--- src/rtl/serial_add_pkg.sv ---
// rtl/serial_add_pkg.sv - shared encodings and constants for the bit-serial adder
// Contents:
//   state_t     controller states (IDLE=0, RUN=1, DONE=2)
//   WIDTH_MIN   smallest legal operand width
//   WIDTH_MAX   largest legal operand width
//   count_bits  bit-counter width for a given operand width (at least 1)
package serial_add_pkg;

  typedef enum logic [1:0] {
    IDLE = 2'd0,
    RUN  = 2'd1,
    DONE = 2'd2
  } state_t;

  localparam int WIDTH_MIN = 1;
  localparam int WIDTH_MAX = 32;

  function automatic int count_bits(input int width);
    return (width > 1) ? $clog2(width) : 1;
  endfunction

endpackage

--- src/rtl/fa.sv ---
// rtl/fa.sv - single-bit full-adder cell, the only arithmetic in the serial adder
// Ports:
//   A, B   in   operand bits
//   Cin    in   carry in
//   Sum    out  sum bit
//   Cout   out  carry out
module fa (
  input  logic A,
  input  logic B,
  input  logic Cin,
  output logic Sum,
  output logic Cout
);

  assign Sum  = A ^ B ^ Cin;
  assign Cout = (A & B) | (Cin & (A ^ B));

endmodule

--- src/rtl/serial_add_ctrl.sv ---
// rtl/serial_add_ctrl.sv - bit-serial add/subtract sequencer around one shared full-adder
// Ports:
//   clk        in   clock, rising edge
//   rst        in   synchronous active-high reset
//   in_valid   in   operand request valid
//   in_ready   out  operand request can be accepted (IDLE)
//   A, B       in   WIDTH-bit operands
//   Sub        in   0: A+B, 1: A-B
//   out_valid  out  result valid (DONE)
//   out_ready  in   consumer takes result
//   Sum        out  WIDTH-bit result, held until the next result
//   Cout       out  carry out of MSB (subtract: 1 = no borrow)
//   Ovf        out  signed overflow
//   busy       out  high in RUN or DONE
module serial_add_ctrl
  import serial_add_pkg::*;
#(
  parameter int WIDTH = 8
) (
  input  logic             clk,
  input  logic             rst,
  input  logic             in_valid,
  output logic             in_ready,
  input  logic [WIDTH-1:0] A,
  input  logic [WIDTH-1:0] B,
  input  logic             Sub,
  output logic             out_valid,
  input  logic             out_ready,
  output logic [WIDTH-1:0] Sum,
  output logic             Cout,
  output logic             Ovf,
  output logic             busy
);

  localparam int CW = count_bits(WIDTH);
  localparam logic [CW-1:0] CNT_LAST = CW'(WIDTH - 1);
  // Bit position just below the MSB; for WIDTH=1 it coincides with the only bit.
  localparam logic [CW-1:0] CNT_PEN  = CW'((WIDTH > 1) ? (WIDTH - 2) : 0);

  if (WIDTH < WIDTH_MIN || WIDTH > WIDTH_MAX) begin : g_width_check
    $error("serial_add_ctrl: WIDTH out of range");
  end

  state_t state, state_nxt;

  logic [WIDTH-1:0] a_sh, b_sh, sum_sh, sum_nxt;
  logic [CW-1:0]    count;
  logic             carry, cmsb, cin_msb;
  logic             accept, last_bit;
  logic             fa_sum, fa_cout;

  fa u_fa (
    .A    (a_sh[0]),
    .B    (b_sh[0]),
    .Cin  (carry),
    .Sum  (fa_sum),
    .Cout (fa_cout)
  );

  // New sum bit enters at the MSB so that after WIDTH shifts bit 0 sits at the LSB.
  if (WIDTH == 1) begin : g_sum_w1
    assign sum_nxt = fa_sum;
  end else begin : g_sum_wn
    assign sum_nxt = {fa_sum, sum_sh[WIDTH-1:1]};
  end

  // With a single bit, the carry into the MSB is the carry register itself.
  assign cin_msb  = (WIDTH == 1) ? carry : cmsb;
  assign last_bit = (count == CNT_LAST);

  always_ff @(posedge clk) begin
    if (rst) begin
      state <= IDLE;
    end else begin
      state <= state_nxt;
    end
  end

  always_comb begin
    state_nxt = state;
    in_ready  = 1'b0;
    out_valid = 1'b0;
    busy      = 1'b0;
    accept    = 1'b0;
    case (state)
      IDLE: begin
        in_ready = 1'b1;
        if (in_valid) begin
          accept    = 1'b1;
          state_nxt = RUN;
        end
      end
      RUN: begin
        busy = 1'b1;
        if (last_bit) begin
          state_nxt = DONE;
        end
      end
      DONE: begin
        busy      = 1'b1;
        out_valid = 1'b1;
        if (out_ready) begin
          state_nxt = IDLE;
        end
      end
      default: begin
        state_nxt = IDLE;
      end
    endcase
  end

  always_ff @(posedge clk) begin
    if (rst) begin
      a_sh   <= '0;
      b_sh   <= '0;
      sum_sh <= '0;
      count  <= '0;
      carry  <= 1'b0;
      cmsb   <= 1'b0;
      Sum    <= '0;
      Cout   <= 1'b0;
      Ovf    <= 1'b0;
    end else begin
      case (state)
        IDLE: begin
          if (accept) begin
            // Subtraction as A + ~B + 1: the +1 rides in on the initial carry.
            a_sh  <= A;
            b_sh  <= Sub ? ~B : B;
            carry <= Sub;
            count <= '0;
          end
        end
        RUN: begin
          a_sh   <= a_sh >> 1;
          b_sh   <= b_sh >> 1;
          sum_sh <= sum_nxt;
          carry  <= fa_cout;
          count  <= count + CW'(1);
          if (count == CNT_PEN) begin
            cmsb <= (WIDTH == 1) ? carry : fa_cout;
          end
          if (last_bit) begin
            Sum  <= sum_nxt;
            Cout <= fa_cout;
            Ovf  <= cin_msb ^ fa_cout;
          end
        end
        default: begin
        end
      endcase
    end
  end

endmodule

--- config.mk ---
export PLATFORM = sky130hd
export DESIGN_NAME = serial_add_ctrl
export DESIGN_NICKNAME = d
export VERILOG_FILES = /design/src/rtl/serial_add_pkg.sv /design/src/rtl/fa.sv /design/src/rtl/serial_add_ctrl.sv
export SDC_FILE = /design/constraint.sdc
export NUM_CORES = 1
export LEC_CHECK = 0
export ABC_AREA = 1
export ABC_CLOCK_PERIOD_IN_PS = 1350
export CAP_MARGIN = 20
export CORE_MARGIN = 2
export CORE_UTILIZATION = 30
export DETAILED_ROUTE_END_ITERATION = 16
export PLACE_DENSITY_LB_ADDON = 0.2
export SLEW_MARGIN = 10
export SYNTH_ARGS = -nofsm -noshare
export SYNTH_HDL_FRONTEND = slang
export SYNTH_HIERARCHICAL = 1
export SYNTH_SLANG_ARGS = --single-unit
--- constraint.sdc ---
create_clock -name clk -period 1.35 [get_ports clk]
set_input_delay 0.3375 -clock clk [delete_from_list [all_inputs] [get_ports clk]]
set_output_delay 0.3375 -clock clk [all_outputs]
set_load 0.05 [all_outputs]
# == Word-level counts from Yosys, hierarchy flattened ==
# Cells that the tools add are included.
# word_totals
ram_bits,0
word_cells,51
latch_bits,0
romBits,0
reg_bits,41
in_bits,21
out_inout_bits,13
n_memories,0
# classes
add_sub_neg,1
order_cmp,0
n_reduce_logical,7
shifts,0
n_eq_ne,8
n_div,0
n_mux,18
bitwise,7
n_mul,0
# ops
op,n
$pmux W8 S2,2
$mux W8,3
$ne A2 B2 Y1 const B,4
$not A8 Y8,1
$eq A3 B3 Y1 const B,2
$mux W1,6
$mux W2,3
$pmux W2 S3,1
$pmux W3 S2,1
$reduce_and A2 Y1,3
$add A3 B1 Y3 const B,1
$mux W3,1
$reduce_and A3 Y1,1
$xor A1 B1 Y1,3
$and A1 B1 Y1,2
$eq A2 B1 Y1 const B,1
$eq A2 B2 Y1 const B,1
$logic_not A2 Y1,1
$pmux W1 S2,1
$reduce_bool A2 Y1,1
$reduce_or A2 Y1,1
$or A1 B1 Y1,1

# == Depth between registers and ports, before layout ==
# logic_depth
ltp_word,4
mapped_depth,9
ltp_nobuf,8

# == Hierarchy ==
# Netlist, hierarchy kept.
# by_module_without_submodules
module,cells_per_inst,instances,area_each_um2,seq_area_each_um2
serial_add_ctrl,255,1,1863.0,800.8
fa,1,1,20.0,0.0

# == Worst setup path after synthesis ==
# OpenSTA, ideal clock, no wires.
# synth_timing
kind,register to register
start,reg state[0]
end,reg b_sh[3]
slack_ns,-0.341
t_arrival_ns,1.574
setup_ns,0.117
n_path_buf,1
period_less_slack_ns,1.691
path_stages_with_launch,9
required_ns,1.233
cell_sequence,dfxtp_1 > inv_1 > ha_1 > nand2_1 > nand2_4 > buf_6 > nand2_1 > a21oi_2 > nor2_1
# synth_between
elab_chain_len,4
word_cells_on_any_way,7
cone_classes,eq/ne: 2; mux: 2; reduce/logical: 3
# synth_lines
element,line_no,rtl
start: declaration,serial_add_ctrl.sv:44,"state_t state, state_nxt;"
start signal: assignment,serial_add_ctrl.sv:75,state <= state_nxt;
$logic_not A2 Y1,"serial_add_ctrl.sv:85, serial_add_ctrl.sv:124",
$mux W1,serial_add_ctrl.sv:85,case (state)
$ne A2 B2 Y1 (no source line),-,
$reduce_and A2 Y1 (no source line),-,
end signal: assignment,serial_add_ctrl.sv:129,b_sh <= Sub ? ~B : B;
end signal: assignment,serial_add_ctrl.sv:136,b_sh <= b_sh >> 1;
end: declaration,serial_add_ctrl.sv:46,"logic [WIDTH-1:0] a_sh, b_sh, sum_sh, sum_nxt;"
# Several ways; a longest one is shown, not always the timed one.
# A chain may end at the register's enable or synchronous reset.

# == Worst setup path after layout ==
# layout_timing
start,reg state[0]
end,out out_valid
# layout_between
elab_chain_len,2
# layout_lines
element,line_no,rtl
$eq A2 B2 Y1,serial_add_ctrl.sv:85,
$mux W1,serial_add_ctrl.sv:85,
end: declaration,serial_add_ctrl.sv:27,"output logic out_valid,"
# Every way passes these cells.

==> metrics.md <==
| Metric | Value |
|---|---|
| Run status | finished with violations |
| Failing checks | setup timing |
| Peak supply drop | approximately 0.53 mV |
| Worst-path cell with the longest stage delay | sky130_fd_sc_hd__dfxtp_2 |
| Sum of internal, switching and leakage power | 0.00300 W |
| Most common cell after layout, fill and taps aside | sky130_fd_sc_hd__nand2_1 |
| Peak per-stage delay on the critical path | 340 ps |
| Least setup slack across all paths after layout | -70.8 ps |
| Vias per cell | around 4.5 |
| Sequential Area | approximately 800 um^2 |
| Portion of total power attributed to the clock network | 26.9% |
| Post-synth design cell area | between 0.0015 and 0.002 mm^2 |
| Multi-input combinational cell area | ~1000 um^2 |
| Most frequent cells in the layout | sky130_fd_sc_hd__nand2_1, sky130_fd_sc_hd__nor2_1, sky130_fd_sc_hd__dfxtp_1 |
| Register-to-Register Path Depth | 7 |
| Switching Share | a little under a third |
| Placer Congestion | about 0.77 |
| Post-layout minimum cycle time | between 1000 and 1500 ps |
| 1st-iter DRT viols | 42 |
| Path category of the worst min-delay check | register to register |
| Filler cell count | between 600 and 700 |
| Worst Setup End Kind | primary output |
| Average instance area after synthesis | 7.36 um^2 |
| Post-Route WL | a little over 4000 um |
| Leakage power | between 1 and 1.5 nW |
| Number of buffer and inverter stages on the critical path | 3 |
| TritonCTS buffer count | 5 |
| Full die area | 0.00693 mm^2 |
| Final design utilization | ~45% |
| CP arrival | 1080 ps |
| Layout area overhead | 44.2% |
| Worst reg2reg endpoint | Sum[1]$_SDFFE_PP0P_ |
| CP Max Fanout | 2 |
| Fraction of layout instances using a drive strength above 1 | 24.3% |
| Sequential area share after synthesis | about 43% |
| Final count of pins violating max slew | 0 |
| FMAX | 704 MHz |
| GR Util met2 | between 10% and 20% |
| Total power density per cell area | 1110 mW/mm^2 |
| Critical Path Start Type | register |
| R2r setup slk | 0 ps |
| Actual transition at the worst max-transition pin | roughly 210 ps |
| Layer with the highest usage | met2 |
| Layout Nets | around 330 |
| Core Footprint | approximately 0.006 mm^2 |
| Count of input and output buffers | 33 |
| Total number of vias | roughly 1.7k |
| Post-Route Hold Slack | roughly 460 ps |
| Reg2reg start | state[1]$_SDFFE_PP0P_ |
| Total overflow reported by the global router | 0 |
| Met1 demand-to-capacity share in global routing | ~14% |
| ANT cells | 0 |
| Clk sink count | 40 |
| Flop pwr share | 45.2% |
| Internal Pwr Total | 0.00209 W |
| Placement Setup Slack | -227 ps |
| Leading cell types by total area after synthesis | sky130_fd_sc_hd__dfxtp_1, sky130_fd_sc_hd__nand2_1, sky130_fd_sc_hd__nor2_1 |
| Setup TNS | -126 ps |
| Yosys reg bits | 40 |
| Overall track demand over capacity in global routing | a little under an eighth |
| Family with the most delay on the worst path | flip-flops |
| Count of TritonRoute iterations in the first routing pass | 4 |
| Setup Skew | approximately 3.1 ps |
| Net count after synthesis | roughly 280 |
| Final setup fails | 2 |
| Clock Root Buffer | sky130_fd_sc_hd__clkbuf_8 |
| Number of core rows | 28 |
| Unrepaired setup endpoints after global routing | yes |
| Initial Utilization | between 30% and 40% |
| Clock Latency Late Sink | between 200 and 300 ps |
| Count of H-tree levels built during CTS | 2 |
| Part of the power in combinational logic | roughly 28% |
| DPL Wire Length | around 2800 um |
| Ratio of final minimum period to clock period | 105% |
| Via count of the first global-routing pass | 1556 |
| DRC violation count after routing | 0 |
| Post-synthesis cell type count | 24 |
| IO Pins | 34 |
| Remaining number of nets flagged by the antenna check after routing | 0 |
| CTS tree | built |
| Maximum number of pins on one net before global-route repair | 24 |
| Worst setup path startpoint | state[0]$_SDFFE_PP0P_ |
| Global-route wire length before repair | approximately 6700 um |
| Vertical die dimension | between 80 and 90 um |
| Max cap viols | 0 |
| Cell-by-cell listing of the critical path | inv_2, buf_6, ha_4, buf_12 |
| Sw Pwr | 0.000911 W |
| Met3 GRT Util | under 10% |
| Share of the synthesized area in the top cell type | roughly 43% |
| CTS clk-pin slew, worst paths | roughly 70 ps |
| Slew HR | 86.1% |
| Cell count after synthesis | 256 |
| Horizontal die dimension | around 83 um |
| Routed len/inst | 10.8 um |
| Critical path type | register to primary output |
| Post-synthesis cell type with the largest combined area | sky130_fd_sc_hd__dfxtp_1 |
| Count of final hold-check violations | 0 |
| Longest Clk Path Bufs | 2 |
| Last element of the critical path | out_valid |
| Logic depth of the worst path, buffers included | 4 |
| Yosys warns | 6 |
| Critical path data required time | 1010 ps |
| Number of antenna violations at the first check in global routing | 0 |
-- worst min-delay path, stage by stage, from the launching register on --
cell and delay [ps]:
sky130_fd_sc_hd__dfxtp_1 320, sky130_fd_sc_hd__inv_1 50, sky130_fd_sc_hd__a21oi_1 50
-- power groups by stage --
stage / logic (W) / clock network (W) / registers (W)
global placement: 0.000763 / 0 / 0.00138
floorplan: 0.000533 / 0 / 0.00136
global route: 0.000931 / 0.000879 / 0.00137
detailed placement: 0.000769 / 0 / 0.00138
finish: 0.000837 / 0.000808 / 0.00136
CTS: 0.000789 / 0.000840 / 0.00135
-- metrics by stage --
stage	cell area (um^2)	cells
2_1_floorplan	1900	256
3_3_place_gp	2540	371
3_5_place_dp	2540	371
4_1_cts	2660	379
5_1_grt	2720	380
6_report	2720	380
-- cell families (layout without fill, tap and decap cells) --
logic type / after synthesis / in the layout / share of synthesized area [%]
and+or+nand+nor: 119 / 120 / 25.6
AOI/OAI and AO/OA: 59 / 59 / 17.1
DFF: 40 / 40 / 42.5
buffers and inverters: 29 / 77 / 8.77
adders and majority gates: 7 / 7 / 5.05
xor gates and xnor gates: 2 / 2 / 0.930
-- synth_stat cells --
cell,number
sky130_fd_sc_hd__nand2_1,54
sky130_fd_sc_hd__nor2_1,50
sky130_fd_sc_hd__dfxtp_1,40
sky130_fd_sc_hd__o21ai_0,30
sky130_fd_sc_hd__a21oi_1,21
sky130_fd_sc_hd__inv_1,10
sky130_fd_sc_hd__or2_2,7
sky130_fd_sc_hd__ha_1,6
sky130_fd_sc_hd__a21oi_2,5
sky130_fd_sc_hd__buf_6,5
sky130_fd_sc_hd__nand3_1,5
sky130_fd_sc_hd__buf_2,4
sky130_fd_sc_hd__inv_2,4
sky130_fd_sc_hd__buf_4,3
sky130_fd_sc_hd__nand2_2,2
sky130_fd_sc_hd__o21ai_1,2
sky130_fd_sc_hd__a211oi_2,1
sky130_fd_sc_hd__buf_1,1
sky130_fd_sc_hd__clkbuf_1,1
sky130_fd_sc_hd__fa_1,1
sky130_fd_sc_hd__inv_4,1
sky130_fd_sc_hd__nand2_4,1
sky130_fd_sc_hd__xnor2_1,1
sky130_fd_sc_hd__xor2_1,1
-- state kept, by name, indices dropped and copies added (netlist names) --
name and count:
Cout 1, carry 1, count 3, b_sh 8, Ovf 1, sum_sh 7, state 2, cin_msb 1
Sum 8, a_sh 8
-- area by class of cell --
class                   instances  share of cell area [%]
inverters                      15                    2.53
clock buffers                   8                    3.32
repair buffers                 54                    24.3
multi-input cells             188                    36.8
well taps                      75                    3.46
flip-flops and latches         40                    29.6
-- metal layers --
metal / vias to the layer above / wire length (um)
met5: - / 0
met4: 0 / 64
met3: 6 / 212
met2: 47 / 1830
met1: 741 / 2000
li1: 915 / -
-- worst min path at each step --
stage	slack (ps)	depth (start not counted)	from	end
CTS	460	2	cin_msb$_SDFFE_PP0P_	cin_msb$_SDFFE_PP0P_
global placement	450	2	cin_msb$_SDFFE_PP0P_	cin_msb$_SDFFE_PP0P_
finish	460	2	cin_msb$_SDFFE_PP0P_	cin_msb$_SDFFE_PP0P_
detailed placement	450	2	cin_msb$_SDFFE_PP0P_	cin_msb$_SDFFE_PP0P_
global route	510	2	cin_msb$_SDFFE_PP0P_	cin_msb$_SDFFE_PP0P_
floorplan	440	2	cin_msb$_SDFFE_PP0P_	cin_msb$_SDFFE_PP0P_
-- timing repair --
action / CTS / global route
resized for setup: 8 / 18
endpoints found under the setup margin: 36 / 36
hold endpoints to repair: 0 / 0
cloned: 0 / 1
buffers inserted: 1 / 0
hold buffers: 0 / 0
pin swaps: 3 / 1
Note: power is estimated with default switching activity, not from simulation.
